File: src/rtl/vpu_writeback_if.sv
// UB write port of the VPU writeback block: one assembled row per ready/valid handshake.
interface vpu_writeback_if #(
    parameter int unsigned N      = 2,
    parameter int unsigned ADDR_W = 16
);
    logic               ub_wr_valid;
    logic               ub_wr_ready;
    logic [ADDR_W-1:0]  ub_wr_addr;
    logic [N-1:0][15:0] ub_wr_data;

    modport master (
        output ub_wr_valid,
        output ub_wr_addr,
        output ub_wr_data,
        input  ub_wr_ready
    );

    modport slave (
        input  ub_wr_valid,
        input  ub_wr_addr,
        input  ub_wr_data,
        output ub_wr_ready
    );
endinterface

File: src/rtl/vpu_writeback.sv
// De-skews the N-lane VPU result stream into aligned rows and writes them to the UB.
// Optional VPU_WRITEBACK_CHECKSUM_EN adds wb_checksum, the wrapping sum of all written elements.
module vpu_writeback #(
    parameter int unsigned N      = 2,
    parameter int unsigned DEPTH  = 4,
    parameter int unsigned ADDR_W = 16
) (
    input  logic               clk,
    input  logic               rst,
    input  logic               start,
    input  logic [ADDR_W-1:0]  base_addr,
    input  logic [ADDR_W-1:0]  row_stride,
    input  logic [15:0]        num_rows,
    input  logic [N-1:0][15:0] vpu_data_in,
    input  logic [N-1:0]       vpu_valid_in,
    vpu_writeback_if.master    ub,
    output logic               busy,
    output logic               done,
    output logic               overflow,
    output logic [15:0]        rows_written
`ifdef VPU_WRITEBACK_CHECKSUM_EN
    ,
    output logic [15:0]        wb_checksum
`endif
);
    localparam int unsigned PW = $clog2(DEPTH);

    typedef enum logic [1:0] {StIdle, StActive, StFinish} state_e;

    state_e state_q, state_d;

    logic [15:0]        mem_q [N][DEPTH];
    logic [N-1:0][PW:0] wr_ptr_q, rd_ptr_q;
    logic [ADDR_W-1:0]  stride_q, next_addr_q, wr_addr_q;
    logic [15:0]        num_rows_q, rows_issued_q, rows_written_q;
    logic [N-1:0][15:0] wr_data_q, head;
    logic               wr_valid_q, overflow_q;

    logic               active, start_ok, row_avail, load, hs, last_hs, drop;
    logic [N-1:0]       lane_empty, lane_full, push, wr_en;

    assign active   = (state_q == StActive);
    assign start_ok = start && (state_q == StIdle);
    assign hs       = wr_valid_q && ub.ub_wr_ready;
    assign last_hs  = active && hs && (rows_written_q == num_rows_q - 16'd1);

    // An empty lane forwards its incoming element straight to the output register.
    always_comb begin
        lane_empty = '0;
        lane_full  = '0;
        head       = '0;
        push       = '0;
        for (int i = 0; i < N; i++) begin
            lane_empty[i] = (wr_ptr_q[i] == rd_ptr_q[i]);
            lane_full[i]  = (wr_ptr_q[i][PW] != rd_ptr_q[i][PW]) &&
                            (wr_ptr_q[i][PW-1:0] == rd_ptr_q[i][PW-1:0]);
            head[i]       = lane_empty[i] ? vpu_data_in[i] : mem_q[i][rd_ptr_q[i][PW-1:0]];
            push[i]       = active && vpu_valid_in[i];
        end
    end

    assign row_avail = active && (&(~lane_empty | push)) && (rows_issued_q < num_rows_q);
    assign load      = row_avail && (!wr_valid_q || ub.ub_wr_ready);

    always_comb begin
        wr_en = '0;
        drop  = 1'b0;
        for (int i = 0; i < N; i++) begin
            wr_en[i] = push[i] && !(load && lane_empty[i]) && (!lane_full[i] || load);
            if (push[i] && lane_full[i] && !load) begin
                drop = 1'b1;
            end
        end
    end

    always_ff @(posedge clk or posedge rst) begin
        if (rst) begin
            state_q <= StIdle;
        end else begin
            state_q <= state_d;
        end
    end

    always_comb begin
        state_d = state_q;
        case (state_q)
            StIdle: begin
                if (start) begin
                    state_d = (num_rows == 16'd0) ? StFinish : StActive;
                end
            end
            StActive: begin
                if (last_hs) begin
                    state_d = StFinish;
                end
            end
            StFinish: state_d = StIdle;
            default:  state_d = StIdle;
        endcase
    end

    always_comb begin
        busy = (state_q == StActive);
        done = (state_q == StFinish);
    end

    always_ff @(posedge clk) begin
        for (int i = 0; i < N; i++) begin
            if (wr_en[i]) begin
                mem_q[i][wr_ptr_q[i][PW-1:0]] <= vpu_data_in[i];
            end
        end
    end

    always_ff @(posedge clk or posedge rst) begin
        if (rst) begin
            wr_ptr_q       <= '0;
            rd_ptr_q       <= '0;
            stride_q       <= '0;
            next_addr_q    <= '0;
            wr_addr_q      <= '0;
            num_rows_q     <= '0;
            rows_issued_q  <= '0;
            rows_written_q <= '0;
            wr_data_q      <= '0;
            wr_valid_q     <= 1'b0;
            overflow_q     <= 1'b0;
        end else if (start_ok) begin
            wr_ptr_q       <= '0;
            rd_ptr_q       <= '0;
            stride_q       <= row_stride;
            next_addr_q    <= base_addr;
            num_rows_q     <= num_rows;
            rows_issued_q  <= '0;
            rows_written_q <= '0;
            overflow_q     <= 1'b0;
        end else if (state_q == StFinish) begin
            wr_ptr_q <= '0;
            rd_ptr_q <= '0;
        end else if (active) begin
            for (int i = 0; i < N; i++) begin
                if (wr_en[i]) begin
                    wr_ptr_q[i] <= wr_ptr_q[i] + 1'b1;
                end
                if (load && !lane_empty[i]) begin
                    rd_ptr_q[i] <= rd_ptr_q[i] + 1'b1;
                end
            end
            if (drop) begin
                overflow_q <= 1'b1;
            end
            if (load) begin
                wr_valid_q    <= 1'b1;
                wr_addr_q     <= next_addr_q;
                wr_data_q     <= head;
                next_addr_q   <= next_addr_q + stride_q;
                rows_issued_q <= rows_issued_q + 16'd1;
            end else if (hs) begin
                wr_valid_q <= 1'b0;
            end
            if (hs) begin
                rows_written_q <= rows_written_q + 16'd1;
            end
        end
    end

    assign ub.ub_wr_valid = wr_valid_q;
    assign ub.ub_wr_addr  = wr_addr_q;
    assign ub.ub_wr_data  = wr_data_q;
    assign overflow       = overflow_q;
    assign rows_written   = rows_written_q;

`ifdef VPU_WRITEBACK_CHECKSUM_EN
    logic [15:0] checksum_q, row_sum;

    always_comb begin
        row_sum = '0;
        for (int i = 0; i < N; i++) begin
            row_sum = row_sum + wr_data_q[i];
        end
    end

    always_ff @(posedge clk or posedge rst) begin
        if (rst) begin
            checksum_q <= '0;
        end else if (start_ok) begin
            checksum_q <= '0;
        end else if (hs) begin
            checksum_q <= checksum_q + row_sum;
        end
    end

    assign wb_checksum = checksum_q;
`endif
endmodule

File: src/flat_wrapper.sv
// flat-port wrapper written by rule: the top's interface ports become plain ports
module vpu_writeback_flat 
#(
    parameter int unsigned N      = 2,
    parameter int unsigned DEPTH  = 4,
    parameter int unsigned ADDR_W = 16
)
  (clk, rst, start, base_addr, row_stride, num_rows, vpu_data_in, vpu_valid_in, busy, done, overflow, rows_written, ub_ub_wr_valid, ub_ub_wr_addr, ub_ub_wr_data, ub_ub_wr_ready);
  vpu_writeback_if #(.N(N), .ADDR_W(ADDR_W)) ub_i ();
  input  logic clk;
  input  logic rst;
  input  logic start;
  input  logic [ADDR_W-1:0] base_addr;
  input  logic [ADDR_W-1:0] row_stride;
  input  logic [15:0] num_rows;
  input  logic [N-1:0][15:0] vpu_data_in;
  input  logic [N-1:0] vpu_valid_in;
  output logic busy;
  output logic done;
  output logic overflow;
  output logic [15:0] rows_written;
  output wire logic [$bits(ub_i.ub_wr_valid)-1:0] ub_ub_wr_valid;
  output wire logic [$bits(ub_i.ub_wr_addr)-1:0] ub_ub_wr_addr;
  output wire logic [$bits(ub_i.ub_wr_data)-1:0] ub_ub_wr_data;
  input wire logic [$bits(ub_i.ub_wr_ready)-1:0] ub_ub_wr_ready;
  assign ub_ub_wr_valid = ub_i.ub_wr_valid;
  assign ub_ub_wr_addr = ub_i.ub_wr_addr;
  assign ub_ub_wr_data = ub_i.ub_wr_data;
  assign ub_i.ub_wr_ready = ub_ub_wr_ready;
  vpu_writeback #(.N(N), .DEPTH(DEPTH), .ADDR_W(ADDR_W)) u_core (.clk(clk), .rst(rst), .start(start), .base_addr(base_addr), .row_stride(row_stride), .num_rows(num_rows), .vpu_data_in(vpu_data_in), .vpu_valid_in(vpu_valid_in), .ub(ub_i), .busy(busy), .done(done), .overflow(overflow), .rows_written(rows_written));
endmodule
File: config.mk
export PLATFORM = sky130hd
export DESIGN_NAME = vpu_writeback_flat
export DESIGN_NICKNAME = d
export VERILOG_FILES = /design/src/rtl/vpu_writeback_if.sv /design/src/rtl/vpu_writeback.sv /design/src/flat_wrapper.sv
export SDC_FILE = /design/constraint.sdc
export NUM_CORES = 1
export LEC_CHECK = 0
export CAP_MARGIN = 0
export CORE_ASPECT_RATIO = 0.75
export CORE_UTILIZATION = 50
export CTS_BUF_LIST = sky130_fd_sc_hd__clkbuf_2
export DETAILED_ROUTE_END_ITERATION = 8
export HOLD_SLACK_MARGIN = 0.15
export PLACE_DENSITY = 0.76
export SYNTH_ARGS = -nofsm -noshare
export SYNTH_HDL_FRONTEND = slang
export SYNTH_SLANG_ARGS = --single-unit
File: constraint.sdc
create_clock -name clk -period 4.7 [get_ports clk]
set_clock_uncertainty 0.2 [all_clocks]
set_input_delay 0.94 -clock clk [delete_from_list [all_inputs] [get_ports clk]]
set_output_delay 0.94 -clock clk [all_outputs]
set_load 0.01 [all_outputs]
==> flow_summary_export.csv, run 1 <==
group,metric,value,unit
status,status,"finished, final reports clean",
floorplanning,die_h,140,um
critical_path,crit_arrival,2300,ps
timing,tightestPinTransition,1060,ps
clock_network,clk_pin_slew,90,ps
power_and_ir_drop,total_power,0.00952,W
power_and_ir_drop,power_density,631,nW/um^2
synthesis,synth-main-ff-cell,"dfrtp_1",
clock_network,cts_buffer_depth,3,
route,drt_first_pass_iters,7,
cells_and_area,n_antenna_cell,0,
cells_and_area,register_area,7450,um^2
synthesis,synth_area_per_cell,12.0,um^2
floorplanning,row_count,49,
global_route,grt_pass1_wl,44.7,mm
synthesis,yosysWarnings,0,
critical_path,worstSetupEndpointType,"output pin",
route,postRouteAntennaNets,0,
cells_and_area,layout_common_cells,"153 x nand2_1, 153 x clkdlybuf4s50_1, 144 x dfrtp_1",
clock_network,clock_latency,890,ps
timing,max_freq,0.291,GHz
timing,finalCritPeriodShare,73.1,%
clock_network,hold_buffers,0,
route,dr_total_vias,8840,
place,gp_congestion,0.864,
synthesis,ys_seq_elements,272,
synthesis,synth-edff-count,128,
clock_network,numClockSinks,272,
global_route,antenna_found_initial,0,
flow_run,drv_cap,0,
route,wl_met3,2.11,mm
floorplanning,die_w,186,um
worst_hold_path,hp-class,"register to register",
clock_network,post_cts_resize_count,0,
critical_path,cp.required,3560,ps
timing,setup_ws,1260,ps
clock_network,cts_tree,"done",
cells_and_area,drive_gt1_share,12.9,%
route,routedWlPerCell,17.2,um
route,totalWireLength,27.8,mm
power_and_ir_drop,peakVddDrop,0.315,mV
floorplanning,dieArea,25900,um^2
route,avgViaCountPerCell,5.46,
timing,setup_viol,0,
cells_and_area,multi_input_area,4830,um^2
cells_and_area,syn_to_final_growth,19.5,%
synthesis,yosysSeqAreaShare,59.0,%
route,dr_wl_met2,12.1,mm
place,pre_cts_slack,862,ps
clock_network,post_cts_buffers,0,
route,drc,0,
route,top_layer,"met4",
global_route,grt_pass1_vias,8811,
timing,finalMaxSlewViolations,0,
floorplanning,io-pin-count,154,
timing,hold_viol,0,
synthesis,ys_types,59,
power_and_ir_drop,cellLeakagePower,6.18,nW
synthesis,ys_async_sr_fraction,52.9,%
place,portBuffers,153,
floorplanning,coreArea,24400,um^2
critical_path,critPathKind,"register to output pin",
clock_network,root_buffer,"clkbuf_2",
timing,rsz0062_at_grt,"no",
timing,slew_headroom,29.3,%
synthesis,synthCells,1056,
floorplanning,start_util,51.8,%
route,wl_met1,13.2,mm
route,first_iter_violations,582,
synthesis,syn_area,12600,um^2
clock_network,cts-buffers-inserted,61,
timing,final.min_clock_period,3440,ps
critical_path,crit_path_max_fanout,3,
timing,setup_tns,0,ps
global_route,grt_remaining_overflow,0,
clock_network,h-tree-depth,2,
cells_and_area,fillers,1983,
place,place_hpwl,18.5,mm
synthesis,postSynthNetCount,1186,
cells_and_area,final_nets,1376,
critical_path,start_kind,"register",
global_route,grt_max_degree,85,
global_route,grt_usage,22.0,%
==> cells by family after synthesis <==
logic type / after synthesis / share of synthesized area (%)
buf+inv: 88 / 2.86
simple gates: 349 / 12.1
mux: 78 / 9.69
fa+ha+maj: 44 / 4.42
flops: 272 / 59.0
xor+xnor: 63 / 4.37
compound gates: 162 / 7.60
==> synth_stat cells, types with 12 or more instances <==
cell type,count,share of area (%)
nor3_1,18,0.71
edfxtp_1,128,30
clkbuf_1,24,0.71
buf_2,13,0.52
nand3_1,20,0.79
inv_1,43,1.3
nor2_1,97,2.9
a31oi_1,21,1.0
dfrtp_1,144,29
xor2_1,27,1.9
nand4_1,12,0.59
a21oi_1,48,1.9
xnor2_1,36,2.5
mux2i_1,30,2.4
ha_1,43,4.3
mux2_2,16,1.4
o21ai_0,58,2.3
nand2_1,153,4.5
mux4_2,26,4.6
==> power by group <==
group	internal, W	switching (W)	leakage (nW)
Clock	0.000581	0.000890	0.426
Combinational	0.00203	0.00228	2.83
Sequential	0.00328	0.000466	2.92
==> metal layers <==
metal  GRT usage, %  vias up
met2           33.1      307
met4           6.13        0
met5              0        -
met3           5.18       39
li1               -     4191
met1           32.0     4303
==> worst paths after layout <==
path	start	to	slack (ps)	cells past startpoint
worst max-delay path	u_core.state_q[1]	done	1260	2
worst max register to register	u_core.num_rows_q[9]	u_core.ub.ub_wr_data[17]	1280	10
max in group asynchronous	rst	u_core.num_rows_q[14]	3000	3
min in group asynchronous	rst	u_core.ub.ub_wr_data[1]	350	2
worst min-delay path	u_core.stride_q[14]	u_core.stride_q[14]	290	2
worst min register to register	u_core.stride_q[14]	u_core.stride_q[14]	290	2
==> state kept, by name (all words and copies together), names as in the netlist <==
register / cells
u_core.wr_ptr_q: 6
u_core.ub.ub_wr_addr: 16
u_core.stride_q: 16
u_core.num_rows_q: 16
u_core.rows_written: 16
u_core.rd_ptr_q: 6
u_core.mem_q: 128
u_core.next_addr_q: 16
u_core.ub.ub_wr_data: 32
u_core.overflow: 1
u_core.ub.ub_wr_valid: 1
u_core.rows_issued_q: 16
u_core.state_q: 2
==> area by class of cell <==
| class | count | area share [%] |
|---|---|---|
| Timing Repair Buffer | 172 | 11.2 |
| Tap cell | 331 | 2.74 |
| Clock inverter | 12 | 0.547 |
| Inverter | 43 | 1.09 |
| Multi-Input combinational cell | 696 | 32.0 |
| Sequential cell | 272 | 49.4 |
| Clock buffer | 93 | 3.08 |
==> through the flow <==
stage / cell area (um^2) / hold WS [ps] / instances / util (%)
floorplan: 12600 / 250 / 1056 / -
global placement: 14500 / 264 / 1514 / 59.6
detailed placement: 14500 / 271 / 1514 / 59.6
CTS: 15100 / 286 / 1619 / 61.8
global route: 15100 / 319 / 1619 / 61.8
finish: 15100 / 288 / 1619 / 61.8
==> worst max-delay path, stage by stage, from the launching register on <==
cell,delay (ps)
dfrtp_1,380
nor2b_1,420
clkdlybuf4s50_1,650
Note: power is estimated with default switching activity, not from simulation.
==> inputs of run 2 (changes only) <==
==> constraint.sdc (replaced) <==
create_clock -name clk -period 2.84 [get_ports clk]
set_clock_uncertainty 0.2 [all_clocks]
set_input_delay 0.568 -clock clk [delete_from_list [all_inputs] [get_ports clk]]
set_output_delay 0.568 -clock clk [all_outputs]
set_load 0.01 [all_outputs]
==> flow_summary_export.csv, run 2 (synthesis gave the netlist of run 1 again) <==
group,metric,value,unit
status,status,"finished with violations",
status,violations,"setup timing",
timing,final.min_clock_period,2870,ps
cells_and_area,final_core_util,70.8,%
critical_path,critPathCapture,"u_core.next_addr_q[15]",
critical_path,cp.required,3360,ps
cells_and_area,final_cells,1805,
clock_network,clock_latency,870,ps
floorplanning,start_util,51.8,%
power_and_ir_drop,cellLeakagePower,7.11,nW
timing,setup_ws,-30.4,ps
power_and_ir_drop,peakVddDrop,0.656,mV
route,totalWireLength,31.7,mm
place,dpl_cell_area,15200,um^2
clock_network,cts_tree,"done",
clock_network,cts_buffer_depth,3,
critical_path,worst_path_max_delay_cell,"or4_1",
route,avgViaCountPerCell,5.30,
timing,holdWs,294,ps
critical_path,r2r-start,"u_core.next_addr_q[1]",
route,first_iter_violations,701,
global_route,grt_pass1_vias,9484,
power_and_ir_drop,power_density,1010,nW/um^2
floorplanning,dieArea,25900,um^2
route,drt_first_pass_iters,5,
timing,finalMaxSlewViolations,0,
timing,hold_viol,0,
global_route,antenna_found_initial,1,
critical_path,max_stage_delay,540,ps
floorplanning,io-pin-count,154,
global_route,grt_usage,23.9,%
cells_and_area,final_area,17300,um^2
route,postRouteAntennaNets,0,
cells_and_area,final_nets,1556,
global_route,grt_remaining_overflow,0,
place,place_hpwl,19.8,mm
critical_path,crit_top_cell,"o21ai_1",
critical_path,start_kind,"register",
global_route,grt_max_degree,57,
critical_path,crit_path_max_fanout,3,
floorplanning,row_count,49,
floorplanning,coreArea,24400,um^2
critical_path,critPathKind,"register to register",
clock_network,cts-buffers-inserted,61,
place,place_inst,1577,
critical_path,critical_path.startpoint,"u_core.next_addr_q[1]",
floorplanning,die_w,186,um
timing,max_freq,0.348,GHz
critical_path,r2r.worst_path.cells,11,
place,portBuffers,153,
critical_path,worstSetupEndpointType,"register",
clock_network,h-tree-depth,2,
timing,setup_viol,2,
cells_and_area,layout_common_cells,"151 x nand2_1, 151 x clkdlybuf4s50_1, 140 x dfrtp_1",
critical_path,timing.rr.end,"u_core.next_addr_q[15]",
clock_network,root_buffer,"clkbuf_2",
cells_and_area,largest_reg_flops,128,
route,dr_total_vias,9575,
clock_network,numClockSinks,272,
worst_hold_path,hp-class,"register to register",
critical_path,rrSetupSlack,-30,ps
route,drc,0,
critical_path,crit_arrival,3390,ps
timing,rsz0062_at_grt,"yes",
timing,slew_headroom,63.3,%
floorplanning,die_h,140,um
route,routedWlPerCell,17.6,um
clock_network,clk_pin_slew,130,ps
flow_run,drv_cap,0,
timing,finalCritPeriodShare,101,%
cells_and_area,drive_gt1_share,23.5,%
place,gp_congestion,0.848,
timing,tightestPinTransition,545,ps
cells_and_area,syn_to_final_growth,36.8,%
critical_path,crit_chain,"buf_6, ha_4, a211oi_2, o21ai_1, and3_1, nor2_2, a221o_1, or4_1, nand3_2, xnor2_2, o21ai_1",
global_route,grt_pass1_wl,48.4,mm
-- run 2: report_power, final --
part | leakage [nW] | internal, W | switching (W) | total (W)
clock network | 0.433 | 0.000900 | 0.00153 | 0.00243
registers | 2.91 | 0.00543 | 0.000766 | 0.00620
logic | 3.77 | 0.00447 | 0.00437 | 0.00884
-- run 2: per-layer routing --
metal / part of all wire [%] / track usage (%) / vias up
met4: 0.84 / 5.13 / 0
met1: 46 / 34.2 / 4686
li1: - / - / 4550
met2: 47 / 38.1 / 312
met5: 0 / 0 / -
met3: 6.0 / 4.27 / 27
-- run 2: stage by stage --
| stage | setup WS, ps | TNS (ps) | total power, W |
|---|---|---|---|
| finish | -30.4 | -38.8 | 0.0175 |
| global route | -164 | -390 | 0.0187 |
| CTS | -39.6 | -39.6 | 0.0167 |
| detailed placement | -304 | -31820 | 0.0140 |
| global placement | -253 | -27040 | 0.0137 |
| floorplan | -387 | -21150 | 0.0111 |
-- run 2: worst min path at each step --
stage                                   start                endpoint  slack [ps]  cells after the start
after floorplan            u_core.stride_q[0]      u_core.stride_q[0]         250                      2
after global placement     u_core.stride_q[0]      u_core.stride_q[0]         270                      2
after detailed placement  u_core.stride_q[11]     u_core.stride_q[11]         270                      2
after CTS                       base_addr[12]  u_core.next_addr_q[12]         160                      3
after global routing            base_addr[14]  u_core.next_addr_q[14]         290                      3
final                     u_core.stride_q[14]     u_core.stride_q[14]         290                      2
-- run 2: what timing repair did --
item | CTS | global route
pin swaps | 7 | 31
gates resized for setup | 26 | 70
hold buffers | 79 | 1
setup endpoints to repair | 138 | 149
hold endpoints to repair | 189 | 1
cloned | 1 | 3
setup buffers | 10 | 23
-- run 2: worst max-delay path: cells and delay by family, from the launching register on --
kind	cells	cell delay (ps)
DFF	1	420
AOI/OAI and AO/OA	4	670
buffers and inverters	1	140
adders and majority gates	1	270
and+or+nand+nor	4	930
xor gates and xnor gates	1	110
-- run 2: final cells by class --
class,instances,area [um^2]
repair buffers,351,3440
well taps,331,414
inverters,43,165
fillers,1714,7130
multi-input cells,697,5250
clock inverters,14,66.3
flip-flops and latches,272,7450
clock buffers,96,480
diodes,1,2.50
==> inputs of run 3 (changes only) <==
--- a/config.mk
+++ b/config.mk
@@ -9,7 +9,9 @@
 export CORE_ASPECT_RATIO = 0.75
 export CORE_UTILIZATION = 50
 export CTS_BUF_LIST = sky130_fd_sc_hd__clkbuf_2
+export CTS_CLUSTER_SIZE = 12
 export DETAILED_ROUTE_END_ITERATION = 8
+export GPL_ROUTABILITY_DRIVEN = 0
 export HOLD_SLACK_MARGIN = 0.15
 export PLACE_DENSITY = 0.76
 export SYNTH_ARGS = -nofsm -noshare
==> flow_summary_export.csv, run 3 (synthesis gave the netlist of run 1 again) <==
group,metric,value,unit
clock_network,cts_tree,"done",
place,place_hpwl,19.8,mm
power_and_ir_drop,cellLeakagePower,7.11,nW
floorplanning,start_util,51.8,%
floorplanning,die_w,186,um
critical_path,cp.buffers_inverters,1,
clock_network,root_buffer,"clkbuf_2",
clock_network,clk_pin_slew,110,ps
clock_network,clock_latency,870,ps
timing,max_freq,0.348,GHz
critical_path,start_kind,"register",
clock_network,cts-buffers-inserted,61,
route,routedWlPerCell,17.5,um
floorplanning,io-pin-count,154,
clock_network,h-tree-depth,2,
clock_network,numClockSinks,272,
route,dr_total_vias,9607,
cells_and_area,drive_gt1_share,23.5,%
floorplanning,row_count,49,
cells_and_area,final_area,17300,um^2
critical_path,max_stage_delay,380,ps
critical_path,crit_path_max_fanout,2,
route,avgViaCountPerCell,5.32,
timing,setup_tns,-59.8,ps
critical_path,crit_arrival,3390,ps
place,pre_cts_slack,-304,ps
global_route,antenna_found_initial,1,
global_route,grt_usage,23.9,%
flow_run,drv_cap,0,
timing,finalMaxSlewViolations,0,
timing,hold_viol,0,
cells_and_area,layout_common_cells,"151 x nand2_1, 151 x clkdlybuf4s50_1, 140 x dfrtp_1",
timing,slew_headroom,63.9,%
cells_and_area,final_nets,1556,
status,status,"finished with violations",
critical_path,worst_path_max_delay_cell,"dfrtp_1",
place,portBuffers,153,
cells_and_area,syn_to_final_growth,36.8,%
route,first_iter_violations,629,
timing,tightestPinTransition,537,ps
route,postRouteAntennaNets,0,
global_route,grt_pass1_wl,48.4,mm
critical_path,crit_chain,"ha_2, inv_2, fa_2, nor2b_2, o21a_1, nor2_2, a2bb2oi_2, a21oi_2, a41oi_2, a2111oi_4, mux2i_1, a221o_1",
timing,final.min_clock_period,2870,ps
route,drt_first_pass_iters,5,
power_and_ir_drop,total_power,0.0175,W
cells_and_area,largest_reg_flops,128,
route,totalWireLength,31.7,mm
critical_path,rrSetupSlack,-30,ps
global_route,grt_max_degree,57,
timing,setup_viol,2,
cells_and_area,final_core_util,70.8,%
timing,rsz0062_at_grt,"yes",
status,violations,"setup timing",
floorplanning,dieArea,25900,um^2
power_and_ir_drop,peakVddDrop,0.653,mV
global_route,grt_remaining_overflow,0,
place,dpl_cell_area,15200,um^2
timing,setup_ws,-32.1,ps
power_and_ir_drop,power_density,1010,nW/um^2
timing,finalCritPeriodShare,101,%
critical_path,cp.required,3360,ps
route,drc,0,
floorplanning,die_h,140,um
critical_path,critPathKind,"register to register",
critical_path,worstSetupEndpointType,"register",
clock_network,cts_buffer_depth,3,
global_route,grt_pass1_vias,9481,
critical_path,critPathTopFamily,"compound AO/OA/AOI/OAI gates",
floorplanning,coreArea,24400,um^2
worst_hold_path,hp-class,"register to register",
[run 3: worst reg2reg max path, stage by stage (launching register included)]
cell and delay [ps]:
dfrtp_1 380, ha_2 190, inv_2 40, fa_2 340, nor2b_2 140, o21a_1 140, nor2_2 50, a2bb2oi_2 160
a21oi_2 170, a41oi_2 200, a2111oi_4 340, mux2i_1 120, a221o_1 290
[run 3: final timing paths]
path / start / to / depth (start not counted)
setup / recovery: u_core.stride_q[0] / u_core.next_addr_q[14] / 12
hold / removal: u_core.stride_q[8] / u_core.stride_q[8] / 2
setup reg to reg: u_core.stride_q[0] / u_core.next_addr_q[14] / 12
hold reg to reg: u_core.stride_q[8] / u_core.stride_q[8] / 2
max in group asynchronous: rst / u_core.rows_issued_q[6] / 4
min in group asynchronous: rst / u_core.next_addr_q[1] / 3
[run 3: area by class of cell]
type                            instances  area [um^2]
Sequential cell                       272         7450
Fill cell                            1714         7130
Multi-Input combinational cell        697         5250
Timing Repair Buffer                  351         3440
Clock buffer                           96          480
Tap cell                              331          414
Inverter                               43          165
Clock inverter                         14         66.3
Antenna cell                            1         2.50
[run 3: what timing repair did]
item	in CTS	in global routing
endpoints found under the setup margin	138	149
gates cloned	1	3
hold endpoints to repair	189	1
pin swaps	7	31
hold buffers	79	1
setup buffers	10	23
resized for setup	26	70
[run 3: routing by layer]
layer,GRT usage (%),up-vias,share of wire (%)
met5,0,-,0
met4,5.13,0,0.75
met3,4.27,27,5.8
met2,38.1,323,47
met1,34.2,4708,46
li1,-,4549,-
[run 3: power by group]
| group | total, W | internal (W) | switching [W] |
|---|---|---|---|
| logic | 0.00883 | 0.00447 | 0.00436 |
| clock network | 0.00243 | 0.000900 | 0.00153 |
| registers | 0.00620 | 0.00543 | 0.000768 |
| total | 0.0175 | 0.0108 | 0.00666 |
[run 3: per-stage QoR]
| step | hold WS [ps] | std cells |
|---|---|---|
| floorplan | 250 | 1056 |
| global placement | 266 | 1577 |
| detailed placement | 272 | 1577 |
| CTS | 161 | 1777 |
| global route | 291 | 1805 |
| finish | 304 | 1805 |
